==> src/rtl/hs_arb_pkg.sv <==
// Shared types and index helpers for the handshake arbiters.
// The helpers keep index widths and wrap-around legal when the requester count is not a power of two.
package hs_arb_pkg;

  typedef enum logic {
    ARB_IDLE  = 1'b0,
    ARB_BURST = 1'b1
  } arb_state_e;

  // Index width that never collapses to zero bits.
  function automatic int clog2_safe(input int n);
    return (n <= 2) ? 1 : $clog2(n);
  endfunction

  // Modular add of two in-range indices using an explicit compare instead of overflow.
  function automatic int wrap_add(input int a, input int b, input int n);
    int s;
    s = a + b;
    return (s >= n) ? s - n : s;
  endfunction

endpackage

==> src/rtl/rr_handshake_arbiter_if.sv <==
// Bundle of upstream (NUM_REQ valid/ready lanes) and downstream handshake signals.
// The master modport is the traffic side; the slave modport is the arbiter.
interface rr_handshake_arbiter_if
  import hs_arb_pkg::*;
#(
  parameter int WIDTH   = 32,
  parameter int NUM_REQ = 4
);
  localparam int ID_W = clog2_safe(NUM_REQ);

  logic [NUM_REQ*WIDTH-1:0] data_in;
  logic [NUM_REQ-1:0]       last_up_in;
  logic [NUM_REQ-1:0]       valid_up_in;
  logic [NUM_REQ-1:0]       ready_up_out;
  logic [WIDTH-1:0]         data_out;
  logic                     last_down_out;
  logic [ID_W-1:0]          grant_id_out;
  logic                     valid_down_out;
  logic                     ready_down_in;

  modport master (
    output data_in, last_up_in, valid_up_in, ready_down_in,
    input  ready_up_out, data_out, last_down_out, grant_id_out, valid_down_out
  );

  modport slave (
    input  data_in, last_up_in, valid_up_in, ready_down_in,
    output ready_up_out, data_out, last_down_out, grant_id_out, valid_down_out
  );

endinterface

==> src/rtl/rr_priority_sel.sv <==
// Round-robin request picker: rotate by ptr, take the lowest set bit, rotate the index back.
// Purely combinational; ptr must be below NUM_REQ.
module rr_priority_sel
  import hs_arb_pkg::*;
#(
  parameter  int NUM_REQ = 4,
  localparam int ID_W    = clog2_safe(NUM_REQ)
) (
  input  logic [NUM_REQ-1:0] req,
  input  logic [ID_W-1:0]    ptr,
  output logic               found,
  output logic [ID_W-1:0]    sel
);

  logic [NUM_REQ-1:0] rot;
  logic [ID_W-1:0]    first;

  // rot[0] is the request at ptr, so the fixed-priority stage favours ptr, ptr+1, ...
  always_comb begin
    // NOTE: every always_comb output gets a default first so no path can infer a latch.
    rot = '0;
    for (int i = 0; i < NUM_REQ; i++) begin
      rot[i] = req[wrap_add(i, int'(ptr), NUM_REQ)];
    end
  end

  always_comb begin
    found = |rot;
    first = '0;
    for (int i = NUM_REQ - 1; i >= 0; i--) begin
      if (rot[i]) first = ID_W'(i);
    end
  end

  always_comb begin
    sel = ID_W'(wrap_add(int'(first), int'(ptr), NUM_REQ));
  end

endmodule

==> src/rtl/rr_handshake_arbiter.sv <==
// N:1 round-robin valid/ready arbiter with packet locking and one registered output stage.
// Only slot_free couples ready_down_in to ready_up_out combinationally.
module rr_handshake_arbiter
  import hs_arb_pkg::*;
#(
  parameter int WIDTH   = 32,
  parameter int NUM_REQ = 4
) (
  input logic                 clk,
  input logic                 rst_n,
  rr_handshake_arbiter_if.slave bus
);

  localparam int ID_W = clog2_safe(NUM_REQ);

  arb_state_e         state;
  logic [ID_W-1:0]    ptr;
  logic [ID_W-1:0]    owner;
  logic [ID_W-1:0]    rr_sel;
  logic               rr_found;
  logic [ID_W-1:0]    sel;
  logic               slot_free;
  logic [NUM_REQ-1:0] ready_up;
  logic [WIDTH-1:0]   sel_data;
  logic               sel_last;
  logic               up_fire;
  logic               down_fire;

  logic [WIDTH-1:0]   data_q;
  logic               last_q;
  logic [ID_W-1:0]    grant_q;
  logic               valid_q;

  rr_priority_sel #(.NUM_REQ(NUM_REQ)) u_sel (
    .req   (bus.valid_up_in),
    .ptr   (ptr),
    .found (rr_found),
    .sel   (rr_sel)
  );

  // A locked burst keeps the owner selected even while its valid is low.
  always_comb begin
    sel       = (state == ARB_BURST) ? owner : rr_sel;
    slot_free = !valid_q || bus.ready_down_in;
    ready_up  = '0;
    if (rst_n && (state == ARB_BURST || rr_found)) begin
      ready_up[sel] = slot_free;
    end
    sel_data  = bus.data_in[sel*WIDTH +: WIDTH];
    sel_last  = bus.last_up_in[sel];
    up_fire   = bus.valid_up_in[sel] && ready_up[sel];
    down_fire = valid_q && bus.ready_down_in;
  end

  // NOTE: sequential state uses non-blocking assignments only, so every register sees pre-edge values.
  always_ff @(posedge clk or negedge rst_n) begin
    if (!rst_n) begin
      state   <= ARB_IDLE;
      ptr     <= '0;
      owner   <= '0;
      data_q  <= '0;
      last_q  <= 1'b0;
      grant_q <= '0;
      valid_q <= 1'b0;
    end else begin
      // A new beat overwrites a departing one in the same cycle, so there is no bubble.
      if (up_fire) begin
        data_q  <= sel_data;
        last_q  <= sel_last;
        grant_q <= sel;
        valid_q <= 1'b1;
      end else if (down_fire) begin
        valid_q <= 1'b0;
      end

      if (up_fire && sel_last) begin
        ptr <= (sel == ID_W'(NUM_REQ - 1)) ? '0 : sel + 1'b1;
      end

      case (state)
        ARB_IDLE: begin
          if (up_fire && !sel_last) begin
            state <= ARB_BURST;
            owner <= sel;
          end
        end
        ARB_BURST: begin
          if (up_fire && sel_last) state <= ARB_IDLE;
        end
        default: state <= ARB_IDLE;
      endcase
    end
  end

  assign bus.ready_up_out   = ready_up;
  assign bus.data_out       = data_q;
  assign bus.last_down_out  = last_q;
  assign bus.grant_id_out   = grant_q;
  assign bus.valid_down_out = valid_q;

endmodule

==> src/flat_wrapper.sv <==
// flat-port wrapper written by rule: the top's interface ports become plain ports
module rr_handshake_arbiter_flat import hs_arb_pkg::*;
#(
  parameter int WIDTH   = 32,
  parameter int NUM_REQ = 4
)
  (clk, rst_n, bus_data_in, bus_last_up_in, bus_valid_up_in, bus_ready_down_in, bus_ready_up_out, bus_data_out, bus_last_down_out, bus_grant_id_out, bus_valid_down_out);
  rr_handshake_arbiter_if #(.WIDTH(WIDTH), .NUM_REQ(NUM_REQ)) bus_i ();
  input logic clk;
  input logic rst_n;
  input wire logic [$bits(bus_i.data_in)-1:0] bus_data_in;
  input wire logic [$bits(bus_i.last_up_in)-1:0] bus_last_up_in;
  input wire logic [$bits(bus_i.valid_up_in)-1:0] bus_valid_up_in;
  input wire logic [$bits(bus_i.ready_down_in)-1:0] bus_ready_down_in;
  output wire logic [$bits(bus_i.ready_up_out)-1:0] bus_ready_up_out;
  output wire logic [$bits(bus_i.data_out)-1:0] bus_data_out;
  output wire logic [$bits(bus_i.last_down_out)-1:0] bus_last_down_out;
  output wire logic [$bits(bus_i.grant_id_out)-1:0] bus_grant_id_out;
  output wire logic [$bits(bus_i.valid_down_out)-1:0] bus_valid_down_out;
  assign bus_i.data_in = bus_data_in;
  assign bus_i.last_up_in = bus_last_up_in;
  assign bus_i.valid_up_in = bus_valid_up_in;
  assign bus_i.ready_down_in = bus_ready_down_in;
  assign bus_ready_up_out = bus_i.ready_up_out;
  assign bus_data_out = bus_i.data_out;
  assign bus_last_down_out = bus_i.last_down_out;
  assign bus_grant_id_out = bus_i.grant_id_out;
  assign bus_valid_down_out = bus_i.valid_down_out;
  rr_handshake_arbiter #(.WIDTH(WIDTH), .NUM_REQ(NUM_REQ)) u_core (.clk(clk), .rst_n(rst_n), .bus(bus_i));
endmodule
==> config.mk <==
export PLATFORM = sky130hd
export DESIGN_NAME = rr_handshake_arbiter_flat
export DESIGN_NICKNAME = d
export VERILOG_FILES = /design/src/rtl/hs_arb_pkg.sv /design/src/rtl/rr_handshake_arbiter_if.sv /design/src/rtl/rr_priority_sel.sv /design/src/rtl/rr_handshake_arbiter.sv /design/src/flat_wrapper.sv
export SDC_FILE = /design/constraint.sdc
export NUM_CORES = 1
export LEC_CHECK = 0
export BUFFER_PORTS_ARGS = -buffer_cell sky130_fd_sc_hd__buf_2
export CORE_MARGIN = 5
export CORE_UTILIZATION = 41
export CTS_CLUSTER_DIAMETER = 200
export DETAILED_ROUTE_END_ITERATION = 16
export PLACE_DENSITY = 0.9
export SYNTH_ARGS = -nofsm -noshare
export SYNTH_HDL_FRONTEND = slang
export SYNTH_SLANG_ARGS = --single-unit
==> constraint.sdc <==
create_clock -name clk -period 3.62 [get_ports clk]
set_input_delay 0.181 -clock clk [delete_from_list [all_inputs] [get_ports clk]]
set_output_delay 0.181 -clock clk [all_outputs]
set_load 0.005 [all_outputs]
Word level (Yosys, flattened, before mapping)
Index checks and enable logic that the tools add are counted.
- register bits after elaboration: 41
- input port bits: 139
- logic and storage cells: 82
- output and inout bits: 40
- add/subtract/negate cells: 10
- equal/unequal tests: 1
- bitwise operators: 2
- magnitude comparators: 11
- reduce and logical (&&, ||, !) cells: 13
- muxes and demuxes: 37
- shift-type cells: 1
- operators with widths (kind ; number):
    $lt A32 B4 Y1 const B ; 4
    $mux W32 ; 4
    $shiftx A128 B8 Y32 ; 1
    $mux W1 ; 16
    $bmux W1 S2 ; 7
    $mux W2 ; 7
    $ge A3 B3 Y1 const B ; 4
    $sub A3 B3 Y4 const B ; 3
    $add A2 B2 Y3 const A ; 2
    $logic_and A1 B1 Y1 ; 6
    $and A4 B4 Y4 ; 1
    $mux W4 ; 1
    $reduce_or A4 Y1 ; 1
    $sub A2 B3 Y4 const B ; 1
    $add A1 B2 Y3 const A ; 1
    $add A2 B2 Y3 ; 1
    $ge A2 B3 Y1 const B ; 1
    $lt A2 B3 Y1 const B ; 1
    $add A2 B1 Y2 const B ; 1
    $demux W1 S2 ; 1
    $eq A2 B2 Y1 const B ; 1
    $ge A2 B1 Y1 const B ; 1
    $logic_not A1 Y1 ; 2
    $logic_or A1 B1 Y1 ; 2
    other kinds (5) ; 5

Logic depth before layout (Yosys ltp)
- depth after elaboration: 26
- mapped depth: 22
- gate-level depth less buffers: 18

By module
A second synthesis with hierarchy kept.
- cells, all modules: 430
- area, all modules: 2872.8 um^2
- by module, submodules not included (module ; instances ; area an instance (um^2) ; cells each ; sequential area each (um^2)):
    rr_handshake_arbiter ; 1 ; 2706.3 ; 405 ; 1026.0
    rr_priority_sel ; 1 ; 166.4 ; 25 ; 0.0

Least setup slack after synthesis
OpenSTA, ideal clock, no wires.
- kind: register to register
- start point: reg u_core.ptr[0]
- end point: reg u_core.grant_q[1], in the netlist u_core.bus.grant_id_out[1]
- library setup time: 0.125 ns
- cell stages (with the launch flop): 21
- clock period less this slack: 3.848 ns
- data required time: 3.495 ns
- slack: -0.228 ns
- path buffers: 3
- data arrival time: 3.723 ns
- cell sequence: dfrtp_1 buf_2 nor2b_1 a221oi_1 a31oi_1 a211o_1 ha_1 xnor2_1 nor2_1 nand3_1 nand3_1 buf_2 ha_1 and2_1 mux2i_1 mux2_2 a21oi_2 o211ai_2 nor2_4 buf_6 mux2_2
- longest elaborated chain between the ends: 23
- elaborated cells on any way between the ends: 51
- classes of those cells: add/sub (9); order compare (7); mux (29); bitwise (1); reduce/logical (5)
- RTL lines (what ; RTL line ; source):
    start: declaration ; rr_handshake_arbiter.sv:17 ; logic [ID_W-1:0] ptr;
    start signal: assignment ; rr_handshake_arbiter.sv:77 ; ptr <= (sel == ID_W'(NUM_REQ - 1)) ? '0 : sel + 1'b1;
    $add A2 B2 Y3 ; hs_arb_pkg.sv:18 ; s = a + b;
    $sub A3 B3 Y4 / $ge A3 B3 Y1 (equally long branches) ; hs_arb_pkg.sv:19 ; return (s >= n) ? s - n : s;
    $mux W32 ; hs_arb_pkg.sv:19 ;
    $bmux W1 S2 ; rr_priority_sel.sv:23 ; rot[i] = req[wrap_add(i, int'(ptr), NUM_REQ)];
    $mux W1 (implied by the code) (2 in a row) ; rr_priority_sel.sv:23 ;
    $mux W2 (4 in a row) ; rr_priority_sel.sv:31 ; if (rot[i]) first = ID_W'(i);
    $add A2 B2 Y3 ; hs_arb_pkg.sv:18 ;
    $ge A3 B3 Y1 / $sub A2 B1 Y2 (equally long branches) ; hs_arb_pkg.sv:19 ;
    (+3 left out) ; - ;
    $logic_and A1 B1 Y1 (implied by the code) ; rr_handshake_arbiter.sv:47 ; ready_up[sel] = slot_free;
    $mux W1 (implied by the code) ; rr_handshake_arbiter.sv:47 ;
    $demux W1 S2 ; - ;
    $and A4 B4 Y4 (no line) ; - ;
    $mux W4 ; rr_handshake_arbiter.sv:46 ; if (rst_n && (state == ARB_BURST || rr_found)) begin
    $bmux W1 S2 ; rr_handshake_arbiter.sv:51 ; up_fire = bus.valid_up_in[sel] && ready_up[sel];
    $mux W1 (implied by the code) ; rr_handshake_arbiter.sv:51 ;
    $logic_and A1 B1 Y1 ; rr_handshake_arbiter.sv:51 ;
    end signal: assignment ; rr_handshake_arbiter.sv:70 ; grant_q <= sel;
    end: declaration ; rr_handshake_arbiter.sv:31 ; logic [ID_W-1:0] grant_q;
Parallel ways exist; a longest one is shown, timed or not. The select of a mux whose other input is x is not followed.
A chain may end at the register's enable or synchronous reset.

Worst setup path after layout
- start point: reg u_core.ptr[0]
- end point: reg u_core.ptr[1]
- longest elaborated chain between the ends: 24
- elaborated cells on any way between the ends: 57
- classes of those cells: add/sub (10); order compare (7); eq/ne (1); mux (32); bitwise (1); reduce/logical (6)
- RTL lines (what ; RTL line ; source):
    $add A2 B2 Y3 ; hs_arb_pkg.sv:18 ;
    $sub A3 B3 Y4 / $ge A3 B3 Y1 (equally long branches) ; hs_arb_pkg.sv:19 ;
    $mux W32 ; hs_arb_pkg.sv:19 ;
    $bmux W1 S2 ; rr_priority_sel.sv:23 ;
    $mux W1 (implied by the code) (2 in a row) ; rr_priority_sel.sv:23 ;
    $mux W2 (4 in a row) ; rr_priority_sel.sv:31 ;
    $add A2 B2 Y3 ; hs_arb_pkg.sv:18 ;
    $ge A3 B3 Y1 / $sub A2 B1 Y2 (equally long branches) ; hs_arb_pkg.sv:19 ;
    (+4 left out) ; - ;
    $mux W1 (implied by the code) ; rr_handshake_arbiter.sv:47 ;
    $demux W1 S2 ; - ;
    $and A4 B4 Y4 (no line) ; - ;
    $mux W4 ; rr_handshake_arbiter.sv:46 ;
    $bmux W1 S2 ; rr_handshake_arbiter.sv:51 ;
    $mux W1 (implied by the code) ; rr_handshake_arbiter.sv:51 ;
    $logic_and A1 B1 Y1 ; rr_handshake_arbiter.sv:51 ;
    $logic_and A1 B1 Y1 ; rr_handshake_arbiter.sv:76 ; if (up_fire && sel_last) begin
Parallel ways exist; a longest one is shown, timed or not. The select of a mux whose other input is x is not followed.

==> reports/results.ini <==
[outcome]
status=complete, but fails checks
violations=setup timing

[setup_path]
crit_family=compound AO/OA/AOI/OAI gates
crit_type=reg2reg
crit_buf_inv=1
slowest_stage=dfrtp_2
timing.rr.start=u_core.ptr[0]$_DFFE_PN0P_
worstReg2RegEnd=u_core.ptr[1]$_DFFE_PN0P_
max_stage_delay_ns=0.44
crit_arrival_ns=3.90
cp-start-kind=flip-flop
end_kind=flip-flop
cp.required_ns=3.80
reg2reg_depth=19
cp_max_fo=8
path_cells=nor2b_4 > a221oi_2 > a31oi_1 > a211o_1 > ha_4 > xnor2_4 > nor2_2 > nand3_1 > nand3_2 > ha_4 > and2_4 > mux2i_4 > mux2_4 > a21oi_4 > o211ai_2 > nor2_4 > buf_12 > nand2_8 > mux2_4
rrSetupSlack_ns=-0.10

[clock_network]
ctsHoldBuffers=0
htree_levels=2
clk_path_buf_depth=2
clockRootBuffer=clkbuf_8
cts.sinks=41
cts.clk_slew.worst_paths_ns=0.08
cts_buffers=5
clk_latency_ns=0.29
cts_tree=done

[layout]
fill_cells=660
layout_commonest_cell=buf_2
area_growth_pct=44.3
layout-drive-gt1-share_pct=58.2
num_antenna_cells=0
layout_common_cells=178 x buf_2, 40 x dfrtp_1, 37 x nand2_1
final_nets=654
finalInstanceArea_um2=4600

[floorplanning]
die_x_um=98.2
initial_utilization_pct=41.7
core_area_um2=7650
ios=179
die_area_um2=9640
die_y_um=98.2
std_cell_rows=32

[synthesis]
syn_area_um2=3190
synth_top_family_by_area=multiplexers
synth_fa_ha_area_share_pct=0.785
synthSimpleGateAreaFrac_pct=10.1
yosysSeqAreaShare_pct=32.2
synthDistinctLibCells=49
syn_area_per_cell_um2=9.46
synthMuxAreaShare_pct=26.5
synth-compound-area-share_pct=21.0
synth_seq_cells=41
yosys.area_share.xor_xnor_pct=0.824
mappedNetlistNets=478
ys_warn_count=0
syn_inst=337

[power_and_ir_drop]
power_density_nw_per_um2=983
pwr-share-seq_pct=19.1
p_leak_nw=2.35
internal-power_w=0.00253
clockPowerShare_pct=9.9
netSwitchingPower_w=0.00199
switching_share_pct=44.1
pwr-share-comb_pct=71.0
max-vdd-ir-drop_uv=483

[sta]
rsz0062_at_grt=true
setup_viol=37
period_share_pct=103
clock.fmax_mhz=269
timing.final.hold_violations=0
fin_ws_ns=-0.103
fin_crit_ns=3.72
worstMarginPinSlew_ns=0.972
drv_slew=0
clock-skew-final_ns=0.00279
maxSlewHeadroom_pct=35.2

[placement]
place_ws_ns=-0.0553
dp_hpwl_um=7410
placed_area_um2=4200
finalWeightedCongestion=0.883
port_buffers=178

[drt]
num_vias=3249
routed_wl_um=10300
dr_wl_met3_um=587
wl_met2_um=5560
drt_iter0_markers=110
drc=0
maxUsedRoutingLayer=met4
viasPerCell=5.27
drtPass1Iterations=5
wire_per_inst_um=16.8
ant_nets=0
wl_met1_um=3860

[grt]
grt_pass1_wl_um=15500
overflow=0
grt_max_degree=71
antenna_found_initial=0
grt_pass1_vias=3413
grt_use_total_pct=19.2

[flow_run]
cap_viol_max_count=0

[hold_path]
hold_class=in2async

layer usage:
layer	vias up	GRT usage, %
li1	1540	-
met5	-	0
met2	146	35.2
met4	0	6.51
met1	1531	22.3
met3	32	3.50
power groups by stage:
stage / combinational (W) / sequential [W] / clock (W)
global route: 0.00348 / 0.000889 / 0.000475
CTS: 0.00282 / 0.000855 / 0.000457
finish: 0.00321 / 0.000863 / 0.000447
global placement: 0.00265 / 0.000844 / 0
floorplan: 0.00212 / 0.000839 / 0
detailed placement: 0.00278 / 0.000856 / 0
worst max path at each step:
stage	start	end	slack (ns)	cells past startpoint
6_report	u_core.ptr[0]$_DFFE_PN0P_	u_core.ptr[1]$_DFFE_PN0P_	-0.10	19
4_1_cts	u_core.ptr[0]$_DFFE_PN0P_	u_core.bus.data_out[9]$_DFFE_PN0P_	0.03	20
2_1_floorplan	u_core.ptr[0]$_DFFE_PN0P_	u_core.bus.grant_id_out[1]$_DFFE_PN0P_	0.009	20
3_5_place_dp	u_core.ptr[0]$_DFFE_PN0P_	u_core.owner[1]$_DFFE_PN0P_	-0.06	18
5_1_grt	u_core.ptr[0]$_DFFE_PN0P_	u_core.ptr[1]$_DFFE_PN0P_	-0.27	19
3_3_place_gp	u_core.ptr[0]$_DFFE_PN0P_	u_core.ptr[0]$_DFFE_PN0P_	0.17	18
sequential cells by signal, indices dropped and copies added, names as in the netlist, named ones only:
name / flops
u_core.ptr: 2
u_core.bus.grant_id_out: 2
u_core.bus.valid_down_out: 1
u_core.bus.last_down_out: 1
u_core.bus.data_out: 32
u_core.owner: 2
kinds of logic (layout without fill, tap and decap cells):
group	count (synthesis)	in the layout
muxes	78	78
and+or+nand+nor	70	70
adders and majority gates	2	2
buffers and inverters	62	239
xor gates and xnor gates	3	3
DFF	41	41
AOI/OAI and AO/OA	81	81
cell usage after synthesis (all sizes together):
master,instances,area (um2)
a211o,1,8.76
a21oi,2,17.5
a221oi,1,8.76
a31oi,1,6.26
a32o,1,10.0
a32oi,1,8.76
and2,3,18.8
and3,1,6.26
buf,15,97.6
clkbuf,12,46.3
clkinv,1,5.00
dfrtp,41,1030
ha,2,25.0
inv,34,128
mux2,40,450
mux2i,38,393
nand2,38,145
nand3,2,10.0
nand3b,2,18.8
nor2,13,58.8
nor2b,3,18.8
nor3,4,20.0
nor4,1,6.26
o2111ai,1,8.76
o211ai,34,335
o21a,1,7.51
o21ai,34,226
o221ai,1,8.76
o22ai,1,6.26
o31a,1,8.76
o31ai,1,7.51
or2,1,6.26
or3,2,12.5
xnor2,2,17.5
xor2,1,8.76
through the flow:
| stage | std cells | hold WS [ns] | setup TNS (ns) | utilization (%) | total power, W |
|---|---|---|---|---|---|
| floorplan | 337 | -0.115 | 0 | - | 0.00296 |
| global placement | 597 | 0.366 | 0 | 54.9 | 0.00350 |
| detailed placement | 597 | 0.380 | -0.437 | 54.9 | 0.00363 |
| CTS | 607 | 0.0568 | 0 | 57.2 | 0.00413 |
| global route | 616 | 0.0795 | -8.01 | 60.2 | 0.00485 |
| finish | 616 | 0.0281 | -1.04 | 60.2 | 0.00452 |
worst reg2reg max path: stages (launching register included):
cell	delay, ns
dfrtp_2	0.44
nor2b_4	0.14
a221oi_2	0.24
a31oi_1	0.07
a211o_1	0.31
ha_4	0.19
xnor2_4	0.14
nor2_2	0.14
nand3_1	0.11
nand3_2	0.13
ha_4	0.13
and2_4	0.15
mux2i_4	0.07
mux2_4	0.29
a21oi_4	0.17
o211ai_2	0.15
nor2_4	0.18
buf_12	0.18
nand2_8	0.07
mux2_4	0.31
final cells by class:
class,instances,area [um2],area share [%]
Multi-Input combinational cell,234,2040,44.3
Timing Repair Buffer,196,1140,24.7
Sequential cell,41,1030,22.3
Inverter,35,133,2.88
Tap cell,102,128,2.77
Clock buffer,5,68.8,1.50
Clock inverter,3,68.8,1.50
timing repair:
action                     4_1_cts  5_1_grt
pin swaps                        2       11
gates resized for setup          1       39
buffers inserted                 2        6
gates cloned                     0        3
setup endpoints to repair       25       38
(Power assumes the default switching activity.)
